`src/rtl/dino_pkg.sv`:
```
// dino_pkg: shared sprite ROM geometry and screen coordinate types for the dino stages.
package dino_pkg;
  localparam int COORD_W      = 10;
  localparam int SPRITE_DIM   = 8;
  localparam int SPRITE_IDX_W = 3;
  localparam int ROM_ADDR_W   = 6;
  typedef logic [COORD_W-1:0] coord_t;
endpackage

```
`src/rtl/dino_box_hit.sv`:
```
// dino_box_hit: combinational beam-vs-sprite box test with row/col ROM indices.
// Box is evaluated unsigned, so sprites near the right/bottom edge clip instead of wrapping.
module dino_box_hit
  import dino_pkg::*;
#(
  parameter int COORD_W    = dino_pkg::COORD_W,
  parameter int SCALE_LOG2 = 2
) (
  input  logic [COORD_W-1:0]      pos_x_i,
  input  logic [COORD_W-1:0]      pos_y_i,
  input  logic [COORD_W-1:0]      hpos_i,
  input  logic [COORD_W-1:0]      vpos_i,
  output logic                    hit_o,
  output logic [SPRITE_IDX_W-1:0] row_o,
  output logic [SPRITE_IDX_W-1:0] col_o
);
  localparam logic [COORD_W:0] BOX = (COORD_W+1)'(SPRITE_DIM << SCALE_LOG2);
  logic [COORD_W:0] dx, dy;
  always_comb begin
    dx = {1'b0, hpos_i} - {1'b0, pos_x_i};
    dy = {1'b0, vpos_i} - {1'b0, pos_y_i};
    hit_o = !dx[COORD_W] && (dx < BOX) && !dy[COORD_W] && (dy < BOX);
    row_o = dy[SCALE_LOG2 +: SPRITE_IDX_W];
    col_o = dx[SCALE_LOG2 +: SPRITE_IDX_W];
  end
endmodule

```
`src/rtl/dino_sprite_render.sv`:
```
// dino_sprite_render: frame-latched dino position, ROM address generation and pixel gating.
// Define DINO_FLIP_EN to add i_flip (latched with the position) for a mirrored sprite.
module dino_sprite_render
  import dino_pkg::*;
#(
  parameter int SCALE_LOG2 = 2,
  parameter int COORD_W    = dino_pkg::COORD_W
) (
  input  logic                  clk,
  input  logic                  rst,
  input  logic [COORD_W-1:0]    i_hpos,
  input  logic [COORD_W-1:0]    i_vpos,
  input  logic                  i_frame_start,
  input  logic [COORD_W-1:0]    i_dino_x,
  input  logic [COORD_W-1:0]    i_dino_y,
`ifdef DINO_FLIP_EN
  input  logic                  i_flip,
`endif
  output logic [ROM_ADDR_W-1:0] o_rom_counter,
  input  logic                  i_sprite_color,
  output logic                  o_in_sprite,
  output logic                  o_pixel_on
);
  logic [COORD_W-1:0]    pos_x_q, pos_x_d, pos_y_q, pos_y_d;
  logic                  flip_q, flip_d;
  logic                  hit, hit_q;
  logic [ROM_ADDR_W-1:0] rom_d;
  logic [SPRITE_IDX_W-1:0] row, col;

  dino_box_hit #(.COORD_W(COORD_W), .SCALE_LOG2(SCALE_LOG2)) u_hit (
    .pos_x_i(pos_x_q),
    .pos_y_i(pos_y_q),
    .hpos_i (i_hpos),
    .vpos_i (i_vpos),
    .hit_o  (hit),
    .row_o  (row),
    .col_o  (col)
  );

  // The current pixel still sees the old position; the new one lands on the next cycle.
  always_comb begin
    pos_x_d = i_frame_start ? i_dino_x : pos_x_q;
    pos_y_d = i_frame_start ? i_dino_y : pos_y_q;
`ifdef DINO_FLIP_EN
    flip_d = i_frame_start ? i_flip : flip_q;
`else
    flip_d = 1'b0;
`endif
    rom_d = hit ? {row, flip_q ? ~col : col} : '0;
  end

  always_ff @(posedge clk or posedge rst) begin
    if (rst) begin
      pos_x_q       <= '0;
      pos_y_q       <= '0;
      flip_q        <= 1'b0;
      o_rom_counter <= '0;
      hit_q         <= 1'b0;
      o_in_sprite   <= 1'b0;
      o_pixel_on    <= 1'b0;
    end else begin
      pos_x_q       <= pos_x_d;
      pos_y_q       <= pos_y_d;
      flip_q        <= flip_d;
      o_rom_counter <= rom_d;
      hit_q         <= hit;
      o_in_sprite   <= hit_q;
      o_pixel_on    <= hit_q & i_sprite_color;
    end
  end
endmodule

```
`config.mk`:
```
export PLATFORM = sky130hd
export DESIGN_NAME = dino_sprite_render
export DESIGN_NICKNAME = d
export VERILOG_FILES = /design/src/rtl/dino_pkg.sv /design/src/rtl/dino_box_hit.sv /design/src/rtl/dino_sprite_render.sv
export SDC_FILE = /design/constraint.sdc
export NUM_CORES = 1
export LEC_CHECK = 0
export ABC_AREA = 1
export CAP_MARGIN = 20
export CORE_MARGIN = 3
export CORE_UTILIZATION = 49
export DETAILED_ROUTE_END_ITERATION = 10
export GPL_ROUTABILITY_DRIVEN = 0
export GPL_TIMING_DRIVEN = 1
export PLACE_DENSITY = 0.81
export SYNTH_ARGS = -nofsm -noshare
export SYNTH_HDL_FRONTEND = slang
export SYNTH_SLANG_ARGS = --single-unit
```
`constraint.sdc`:
```
create_clock -name clk -period 2.3 [get_ports clk]
set_input_delay 0.345 -clock clk [delete_from_list [all_inputs] [get_ports clk]]
set_output_delay 0.345 -clock clk [all_outputs]
set_load 0.03 [all_outputs]
```
Word level (Yosys, flattened, before mapping)
Cells that the tools add are included.
- flip-flop bits (word level): 29
- logic and storage cells: 17
- input bits: 44
- magnitude comparators: 2
- multiplexer cells: 1
- bitwise logic cells: 1
- $add $sub $neg: 2
- reductions and logical operators: 5
- operators with widths (cell ; count):
    $lt 11x6->1 const B ; 2
    $sub 10x10->11 ; 2
    $mux 6 ; 1
    $logic_and 1x1->1 ; 3
    $logic_not 1->1 ; 2
    $and 1x1->1 ; 1

Depth between registers and ports, before layout
Gate-level depths: netlist (run 1).
- depth in word-level cells: 6
- depth in mapped cells: 15

Cells and area by module
A second synthesis (run 1) with hierarchy kept.
- cells, all modules: 319
- area total of the unflattened synthesis: 2119.5 um2
- by module, submodules not included (module ; area an instance (um2) ; times used ; cells each):
    dino_box_hit ; 1071.0 ; 1 ; 210
    dino_sprite_render ; 1048.5 ; 1 ; 109

Worst setup path before layout (run 1)
OpenSTA, ideal clock, no wires.
- path type: input -> register
- start point: input i_vpos[4]
- end point: register o_rom_counter[0]
- stages on the path: 12
- data required time: 2228 ps
- setup slack: 654 ps
- data arrival time: 1574 ps
- cells stage by stage: ha_1 > a21oi_2 > nor2_1 > nor2_1 > nand2_1 > nand2_1 > nand2_1 > inv_1 > nand3_1 > nor2_1 > nand2_2 > nor2_1
- word-level cells in the longest chain between the ends: 5
- ends and longest elaborated chain (what ; RTL line ; text):
    start, declared ; dino_sprite_render.sv:12 ; input logic [COORD_W-1:0] i_vpos,
    $sub 10x10->11 (*) ; dino_box_hit.sv:21 ; dy = {1'b0, vpos_i} - {1'b0, pos_y_i};
    branches (longest 2 deep; another with $lt 11x6->1) ; -- ;
    $logic_and 1x1->1 (*) ; dino_box_hit.sv:22 ; hit_o = !dx[COORD_W] && (dx < BOX) && !dy[COORD_W] && (dy < BOX);
    $mux 6 (*) ; dino_sprite_render.sv:49 ; rom_d = hit ? {row, flip_q ? ~col : col} : '0;
    net rom_d[0] ; dino_sprite_render.sv:27 ; logic [ROM_ADDR_W-1:0] rom_d;
    end signal, assigned ; dino_sprite_render.sv:65 ; o_rom_counter <= rom_d;
    end, declared ; dino_sprite_render.sv:19 ; output logic [ROM_ADDR_W-1:0] o_rom_counter,
Mark *: on every way through the listed nets, which the timed path passes.
A chain may end at the register's enable or synchronous reset.

Worst setup path in the final report (run 1)
- start point: input i_hpos[4]
- end point: register o_rom_counter[3]
- word-level cells in the longest chain between the ends: 6
- ends and longest elaborated chain (what ; RTL line ; text):
    start, declared ; dino_sprite_render.sv:11 ; input logic [COORD_W-1:0] i_hpos,
    $sub 10x10->11 (*) ; dino_box_hit.sv:20 ; dx = {1'b0, hpos_i} - {1'b0, pos_x_i};
    $lt 11x6->1 or $logic_not 1->1 (tied branches) ; dino_box_hit.sv:22 ;
    $logic_and 1x1->1 (*) (3 in a row) ; dino_box_hit.sv:22 ;
    $mux 6 (*) ; dino_sprite_render.sv:49 ;
    net rom_d[3] ; dino_sprite_render.sv:27 ;
The timed path passes the listed nets; every way through them passes the cells marked *.

==> results of run 1 <==
## worst max-delay path by stage
stage	endpoint	depth (start not counted)
after global routing	o_rom_counter[3]	11
after CTS	o_rom_counter[3]	11
after detailed placement	o_rom_counter[3]	11
after floorplan	o_rom_counter[0]	12
final	o_rom_counter[3]	11
after global placement	o_rom_counter[1]	11
## cell usage in the layout (no fill, tap or decap), types with 4 or more instances in the layout
master	instances
o21ai_0	19
nand3_1	17
nand2_2	6
clkdlybuf4s50_1	51
buf_4	4
xnor2_1	6
nand4_1	4
dfrtp_1	29
inv_1	54
nor2_1	25
a21oi_1	7
clkbuf_8	5
nand2_1	99
ha_1	18
## per-stage QoR
stage	cells	setup TNS, ns	setup slack [ns]	utilization, %
finish	412	0	0.2577	67.68
global route	412	0	0.09959	67.68
CTS	412	0	0.2831	67.68
detailed placement	404	-0.002813	-0.002813	65.65
global placement	404	0	0.05281	65.65
floorplan	303	0	0.6540	-
## cells in the mapped netlist
library cell,instances,area [µm²]
nand3b_1,3,22.52
o21ai_0,19,95.09
dfrtp_1,29,725.7
nand2_2,6,37.54
a21o_1,2,15.01
nand2_1,99,371.6
a21oi_2,2,17.52
nor2_1,25,93.84
clkbuf_1,4,15.01
nor3_1,1,5.000
mux2_2,1,11.26
a31oi_1,1,6.260
nand3_1,17,85.08
inv_1,54,202.7
nand4_1,4,25.02
xnor2_1,6,52.55
ha_1,18,225.2
a21oi_1,7,35.03
nor2_2,3,18.77
o21bai_1,2,15.01
## per-layer routing
metal | up-vias | share of wire (%) | global-route usage [%] | wire [µm]
li1 | 1052 | - | - | -
met1 | 892 | 46 | 26.68 | 2176
met2 | 52 | 47 | 32.13 | 2186
met3 | 5 | 5.4 | 4.688 | 255
met4 | 0 | 1.5 | 6.889 | 72
met5 | - | 0 | 0 | 0
## worst max-delay path: cells and delay by family
family	cells	cell delay, ns
buf+inv	1	0.41
simple gates	8	0.83
fa+ha+maj	1	0.36
compound gates	1	0.30
## power by group
group	switching (mW)	internal [mW]	total (mW)
combinational	0.298	0.237	0.535
clock	0.190	0.209	0.399
sequential	0.00918	0.542	0.551
## logic make-up (layout without fill, tap and decap cells)
logic type	count (synthesis)	after routing	share of synthesized area, %
AOI/OAI and AO/OA	33	33	8.860
xor gates and xnor gates	6	6	2.532
adders and majority gates	18	18	10.85
buffers and inverters	58	117	10.49
DFF	29	29	34.96
muxes	1	1	0.5425
and+or+nand+nor	158	158	31.77
## area by class of cell
cell class              count  area, µm²
clock buffers               6      72.57
clock inverters             2      10.01
fillers                   356       1311
inverters                  54      202.7
multi-input cells         216       1132
flip-flops and latches     29      725.7
well taps                  50      62.56
repair buffers             55      540.5
## sequential cells by signal (all words and copies together) (netlist names)
signal,flops
hit_q,1
o_in_sprite,1
o_pixel_on,1
o_rom_counter,6
pos_x_q,10
pos_y_q,10
==> results.cfg, run 1 <==
[power_and_ir_drop]
power.leakage_nw = 1.471
vdd_drop_max_mv = 0.3476
total_power_mw = 1.486
p_per_area_mw_per_mm2 = 541.0

[worst_setup_path]
worstPathMaxFanout = 7
slowest_delay_ns = 0.41
worstPathCellList = clkdlybuf4s50_1 -> ha_1 -> a21oi_1 -> nand3_1 -> nand2_1 -> nand2_1 -> nor2_1 -> nand3_1 -> nor2_2 -> nand2_2 -> nor2_1
worstPathArrival_ns = 2.25
reg2reg_to = o_rom_counter[3]
timing.rr.start = pos_x_q[4]
crit_slowest_cell = clkdlybuf4s50_1
crit_start = i_hpos[4]
r2r_cells = 11
critPathLaunchType = primary input
required_ns = 2.50
path_class = primary input to flip-flop
reg2reg_slack_ns = 0.39
end_kind = flip-flop

[global_route]
grt_pass1_vias = 1822
grt_pass1_wl_mm = 8.073
grt_usage_pct = 20.05
grt_max_degree = 30
overflow = 0
grt_antenna_before_repair = 0

[clock_network]
cts_resized = 0
clkSlewWorstSetupHoldPaths_ns = 0.06
cts_buffers = 5
cts_sinks = 29
cts_tree = yes
clk_latency_ns = 0.28
holdBufCountCts = 0
root_buffer = clkbuf_8
cts_setup_buffers = 0
htree_levels = 2
cts-root-to-sink-buffers = 2

[sta]
min_period_ns = 2.042
finalHoldViolCount = 0
skew_ns = 0.003728
relSlewSlack_pct = 75.47
period_share_pct = 88.80
maxSlewViolCount = 0
hold_ws_ns = 0.3785
setup_viol = 0
rsz0062_at_grt = no
worst_pin_slew_ns = 0.3679
max_freq_mhz = 489.6

[floorplan]
die_area_mm2 = 0.005053
ios = 52
die_h_um = 71.09
core_mm2 = 0.004058
die_w_um = 71.09
fp-row-count = 23
start_util_pct = 51.16

[job]
cap_violations = 0

[cells_and_area]
nets = 423
syn_to_final_growth_pct = 32.31
final_layout_size_suffix_gt1_share_pct = 6.354
diodes = 0
stdcell_area_mm2 = 0.002746

[synth]
yosysWarningCount = 0
ys_types = 20
ys_seq_elements = 29
yosysSeqAreaShare_pct = 34.96
synth_area_mm2 = 0.002076
netlist_instances = 303
post_synth.cell_area_avg_um2 = 6.851
synth_fp_nets = 365

[route]
firstDrtPassIters = 4
wl_mm = 4.691
vias_per_cell = 4.857
wl_per_cell_um = 11.39
drc = 0
drt_iter0_drc = 137
antenna_left = 0
num_vias = 2001

[placement]
port_buffers = 51
placed_area_mm2 = 0.002664
dpl.hpwl_mm = 3.757

[hold_path]
worstHoldPathCells = 0
holdCritStartpoint = hit_q
hold_class = flip-flop to flip-flop
min_to = o_in_sprite

[status]
status = finished clean
Note: power is estimated with default switching activity, not from simulation.
==> run 2: changes to the inputs <==
--- a/config.mk
+++ b/config.mk
@@ -7,6 +7,7 @@
 export LEC_CHECK = 0
 export ABC_AREA = 1
 export CAP_MARGIN = 20
+export CORE_ASPECT_RATIO = 0.9
 export CORE_MARGIN = 3
 export CORE_UTILIZATION = 49
 export DETAILED_ROUTE_END_ITERATION = 10
==> run 2 against run 1 <==
Sequential power hardly changed. First-iteration DRC count rose by 12%. Largest cell class unchanged. Worst setup slack worse by 0.034 ns. Register-to-register slack got worse by 0.04 ns. Largest power group unchanged. Hold slack worse by 0.0076 ns. Design area about the same. Global-route usage grew 0.29 points. Final cell count fell by 1.2%.
==> results.cfg, run 2 (synthesized netlist as in run 1, its figures left out) <==
[placement]
port_buffers = 51
placed_area_mm2 = 0.002659
dpl.hpwl_mm = 3.723
dp_slack_ns = -0.04592
dp.cells = 400

[sta]
fin_ws_ns = 0.2241
skew_ns = 0.005893
setup_viol = 0
min_period_ns = 2.076
relSlewSlack_pct = 75.64
finalHoldViolCount = 0
final.setup.tns_ns = 0
hold_ws_ns = 0.3710
maxSlewViolCount = 0
max_freq_mhz = 481.7
rsz0062_at_grt = no
worst_pin_slew_ns = 0.3653
period_share_pct = 90.26

[route]
wl_per_cell_um = 11.31
num_vias = 2002
vias_per_cell = 4.919
drc = 0
drt_iter0_drc = 153
wl_mm = 4.605
antenna_left = 0
firstDrtPassIters = 4

[clock_network]
cts_buffers = 5
cts_sinks = 29
cts_tree = yes
clk_latency_ns = 0.28
cts_resized = 0
root_buffer = clkbuf_8
htree_levels = 2
cts-root-to-sink-buffers = 2
cts_setup_buffers = 0
holdBufCountCts = 0
clkSlewWorstSetupHoldPaths_ns = 0.06

[worst_setup_path]
required_ns = 2.50
crit_slowest_cell = clkdlybuf4s50_1
worstPathArrival_ns = 2.28
crit_start = i_hpos[4]
timing.rr.start = pos_x_q[4]
end_kind = flip-flop
path_class = primary input to flip-flop
crit_family = simple AND/OR/NAND/NOR gates
slowest_delay_ns = 0.41
worstPathCellList = clkdlybuf4s50_1 -> ha_1 -> a21oi_1 -> nand3_1 -> nand2_1 -> nand2_1 -> nor2_1 -> nand3_1 -> nor2_2 -> nand2_2 -> nor2_1
critPathLaunchType = primary input
worstPathMaxFanout = 7
crit_buf_inv = 1

[floorplan]
die_w_um = 74.61
ios = 52
core_mm2 = 0.003889
die_h_um = 67.75
start_util_pct = 53.38
fp-row-count = 21
die_area_mm2 = 0.005054

[global_route]
grt_antenna_before_repair = 0
grt_pass1_vias = 1911
grt_pass1_wl_mm = 7.790
grt_util_met2_pct = 32.46
grt_max_degree = 39
grt_usage_pct = 20.35
gr-max-usage-layer = met2
gr-usage-met1_pct = 25.69
grt_use_met3_pct = 4.911
overflow = 0

[power_and_ir_drop]
power.leakage_nw = 1.470
total_power_mw = 1.502
vdd_drop_max_mv = 0.3108
p_per_area_mw_per_mm2 = 547.2

[status]
status = finished clean

[cells_and_area]
final_layout_size_suffix_gt1_share_pct = 6.094
reg_top3 = pos_x_q: 10 flops, pos_y_q: 10 flops, o_rom_counter: 6 flops
syn_to_final_growth_pct = 32.25
layout_commonest_cell = nand2_1
diodes = 0
fin_util_pct = 70.59
most-common-layout-cells = 99 x nand2_1, 54 x inv_1, 51 x clkdlybuf4s50_1
fin_cells = 407
stdcell_area_mm2 = 0.002745
nets = 423

[hold_path]
hold_class = flip-flop to flip-flop
holdCritStartpoint = hit_q

[job]
cap_violations = 0
[run 2: final cells by class]
| class | count | area (µm²) |
|---|---|---|
| repair buffers | 55 | 540.5 |
| flip-flops and latches | 29 | 725.7 |
| multi-input cells | 216 | 1132 |
| inverters | 54 | 202.7 |
| well taps | 46 | 57.56 |
| clock buffers | 7 | 86.33 |
| fillers | 343 | 1144 |
[run 2: worst register-to-register path: stages, from the launching register on]
cell     delay, ns
dfrtp_1       0.32
inv_1         0.05
ha_1          0.34
a21oi_1       0.26
nand3_1       0.15
nand2_1       0.10
nand2_1       0.07
nor2_1        0.11
nand3_1       0.10
nor2_2        0.12
nand2_2       0.12
nor2_1        0.13
[run 2: worst paths after layout]
path	end	slack, ns	depth (start not counted)
max	o_rom_counter[3]	0.22	11
min	o_in_sprite	0.37	0
max reg2reg	o_rom_counter[3]	0.35	11
min reg2reg	o_in_sprite	0.37	0
max in group asynchronous	pos_x_q[1]	1.59	3
min in group asynchronous	o_rom_counter[2]	0.44	3
[run 2: per-layer routing]
layer / vias to the layer above / share of wire, %
met4: 0 / 2.0
met3: 9 / 6.5
met5: - / 0
li1: 1058 / -
met1: 877 / 47
met2: 58 / 44
[run 2: power breakdown]
group          switching (mW)  total (mW)  internal, mW
combinational           0.297       0.536         0.239
sequential            0.00961       0.552         0.542
clock                   0.178       0.414         0.237
total                   0.485        1.50          1.02
==> run 3: changes to the inputs <==
--- a/config.mk
+++ b/config.mk
@@ -10,6 +10,7 @@
 export CORE_ASPECT_RATIO = 0.9
 export CORE_MARGIN = 3
 export CORE_UTILIZATION = 49
+export CTS_CLUSTER_SIZE = 10
 export DETAILED_ROUTE_END_ITERATION = 10
 export GPL_ROUTABILITY_DRIVEN = 0
 export GPL_TIMING_DRIVEN = 1
==> results of run 3 <==
Final layout, timing and power as in run 2 (identical DEF).
==> variant: new RTL, config.mk and constraints of run 2 <==
Register the output `o_rom_counter` once more, with the module's reset; this adds one clock of latency there. The other outputs are not delayed to match.
--- a/src/rtl/dino_sprite_render.sv
+++ b/src/rtl/dino_sprite_render.sv
@@ -21,6 +21,8 @@
   output logic                  o_in_sprite,
   output logic                  o_pixel_on
 );
+
+  logic [ROM_ADDR_W-1:0] o_rom_counter_s0;
   logic [COORD_W-1:0]    pos_x_q, pos_x_d, pos_y_q, pos_y_d;
   logic                  flip_q, flip_d;
   logic                  hit, hit_q;
@@ -54,7 +56,7 @@
       pos_x_q       <= '0;
       pos_y_q       <= '0;
       flip_q        <= 1'b0;
-      o_rom_counter <= '0;
+      o_rom_counter_s0 <= '0;
       hit_q         <= 1'b0;
       o_in_sprite   <= 1'b0;
       o_pixel_on    <= 1'b0;
@@ -62,11 +64,19 @@
       pos_x_q       <= pos_x_d;
       pos_y_q       <= pos_y_d;
       flip_q        <= flip_d;
-      o_rom_counter <= rom_d;
+      o_rom_counter_s0 <= rom_d;
       hit_q         <= hit;
       o_in_sprite   <= hit_q;
       o_pixel_on    <= hit_q & i_sprite_color;
     end
   end
+  always_ff @(posedge clk or posedge rst) begin
+    if (rst) begin
+      o_rom_counter <= '0;
+    end else begin
+      o_rom_counter <= o_rom_counter_s0;
+    end
+  end
+
 endmodule
 
Behaviour: not the same (Yosys sat finds a counterexample within 4 cycles, from zero or initial values and one cycle with rst high).
==> variant against run 2 <==
Power up 6.9%; area after synthesis up 8.3%; sequential share of layout area up 3.5 points; die area up 7.6%; count of clock-buffer cells in the layout down 1; non-clock buffer count down 1; clock skew up 0.0023 ns; sequential cell count up 6; setup slack better by 0.14 ns; routed wire length down 6.0%; final area up 6.6%; critical path type unchanged; highest routed layer unchanged.
==> variant: results (changes against run 2) <==
- The total half-perimeter wirelength after legalization and detailed placement was 3610 um (-3.1%).
* Share of the synthesized netlist area taken by xor and xnor gates: 0.0234 (-0.00193)
* Mean instance size in the synthesized netlist: 7.09 um^2 (+3.5%)
* Number of nets in the final layout: 436 (+3.1%)
- The run finished with clean final reports.
- By area the synthesized netlist is led by sky130_fd_sc_hd__dfrtp_1, sky130_fd_sc_hd__nand2_1, sky130_fd_sc_hd__ha_1.
* Share of the yosys chip area belonging to registers: 0.390 (+0.0401)
- Via count of the first global-routing pass: 1,753 (-8.3%)
- WL/cell: 9.95 um (-12%)
- The transition time of the tightest slew-check pin came to 0.433 ns (+0.0673 ns).
- The overall via count from detail_route came to 2,006 (+0.20%).
* All-Layer GR Usage: 0.168 (-0.0351)
* Adder-cell share of the synthesized area: 0.100 (-0.00828)
- Multiplexer share of the synthesized area: 0.0100 (+0.00460)
- The DRC violation total after the first TritonRoute iteration was 137 (-10%).
- The wire length of the first global-routing pass came to 7470 um (-4.2%).
- The share of final-layout standard cells stronger than drive strength 1 was 0.0587 (-0.00228).
* Maximum number of pins on one net before global-route repair: 36 (-7.7%)
* Unique cell type count in the Yosys netlist: 21 (+5.0%)
* Static leakage: 0.00159 uW (+7.8%)
- Final wirelength: 4330 um (-6.0%)
* Hold Vio Cnt, Final: 0 (unchanged)
- Met3 wirelength from detailed routing: 244 um (-18%)
- Area after DPL: 0.00284 mm^2 (+6.8%)
* Setup slack, reg-to-reg: 0.50 ns (+0.15 ns)
* Placed instance count: 427 (+6.8%)
## variant: cell count changes after synthesis, moves of 2 or more
cell,delta
sky130_fd_sc_hd__nand2_2,-2
sky130_fd_sc_hd__nand2_1,+7
sky130_fd_sc_hd__inv_1,+5
sky130_fd_sc_hd__dfrtp_1,+6
sky130_fd_sc_hd__nand4_1,-2
## variant: worst paths after layout
path,from,to,cells past startpoint
min in group asynchronous,rst,pos_x_q[9],3
min,o_rom_counter_s0[5],o_rom_counter[5],0
max reg2reg,pos_y_q[2],o_rom_counter_s0[1],15
max in group asynchronous,rst,pos_y_q[9],3
max,i_vpos[2],o_rom_counter_s0[1],15
min reg2reg,o_rom_counter_s0[5],o_rom_counter[5],0
## variant: layout make-up
class / instances / area share
clock inverter: 2 / 0.00428
clock buffer: 6 / 0.0248
inverter: 60 / 0.0770
sequential: 35 / 0.299
tap: 60 / 0.0257
timing repair buffer: 54 / 0.182
multi-input combinational: 218 / 0.387
## variant: report_power, final
group | total [uW] | internal (uW) | leakage, uW | switching [uW]
clock network | 416 | 211 | 0.0000412 | 205
logic | 533 | 234 | 0.00109 | 299
registers | 657 | 647 | 0.000452 | 9.67
## variant: stage by stage
| step | setup slack (ns) | power [uW] | hold WS [ns] | utilization |
|---|---|---|---|---|
| after floorplan | 0.670 | 1040 | 0.331 | - |
| after global placement | 0.119 | 1190 | 0.335 | 0.670 |
| after detailed placement | 0.0843 | 1200 | 0.337 | 0.670 |
| after CTS | 0.371 | 1620 | 0.352 | 0.690 |
| after global routing | 0.119 | 1730 | 0.356 | 0.690 |
| final | 0.362 | 1610 | 0.348 | 0.690 |
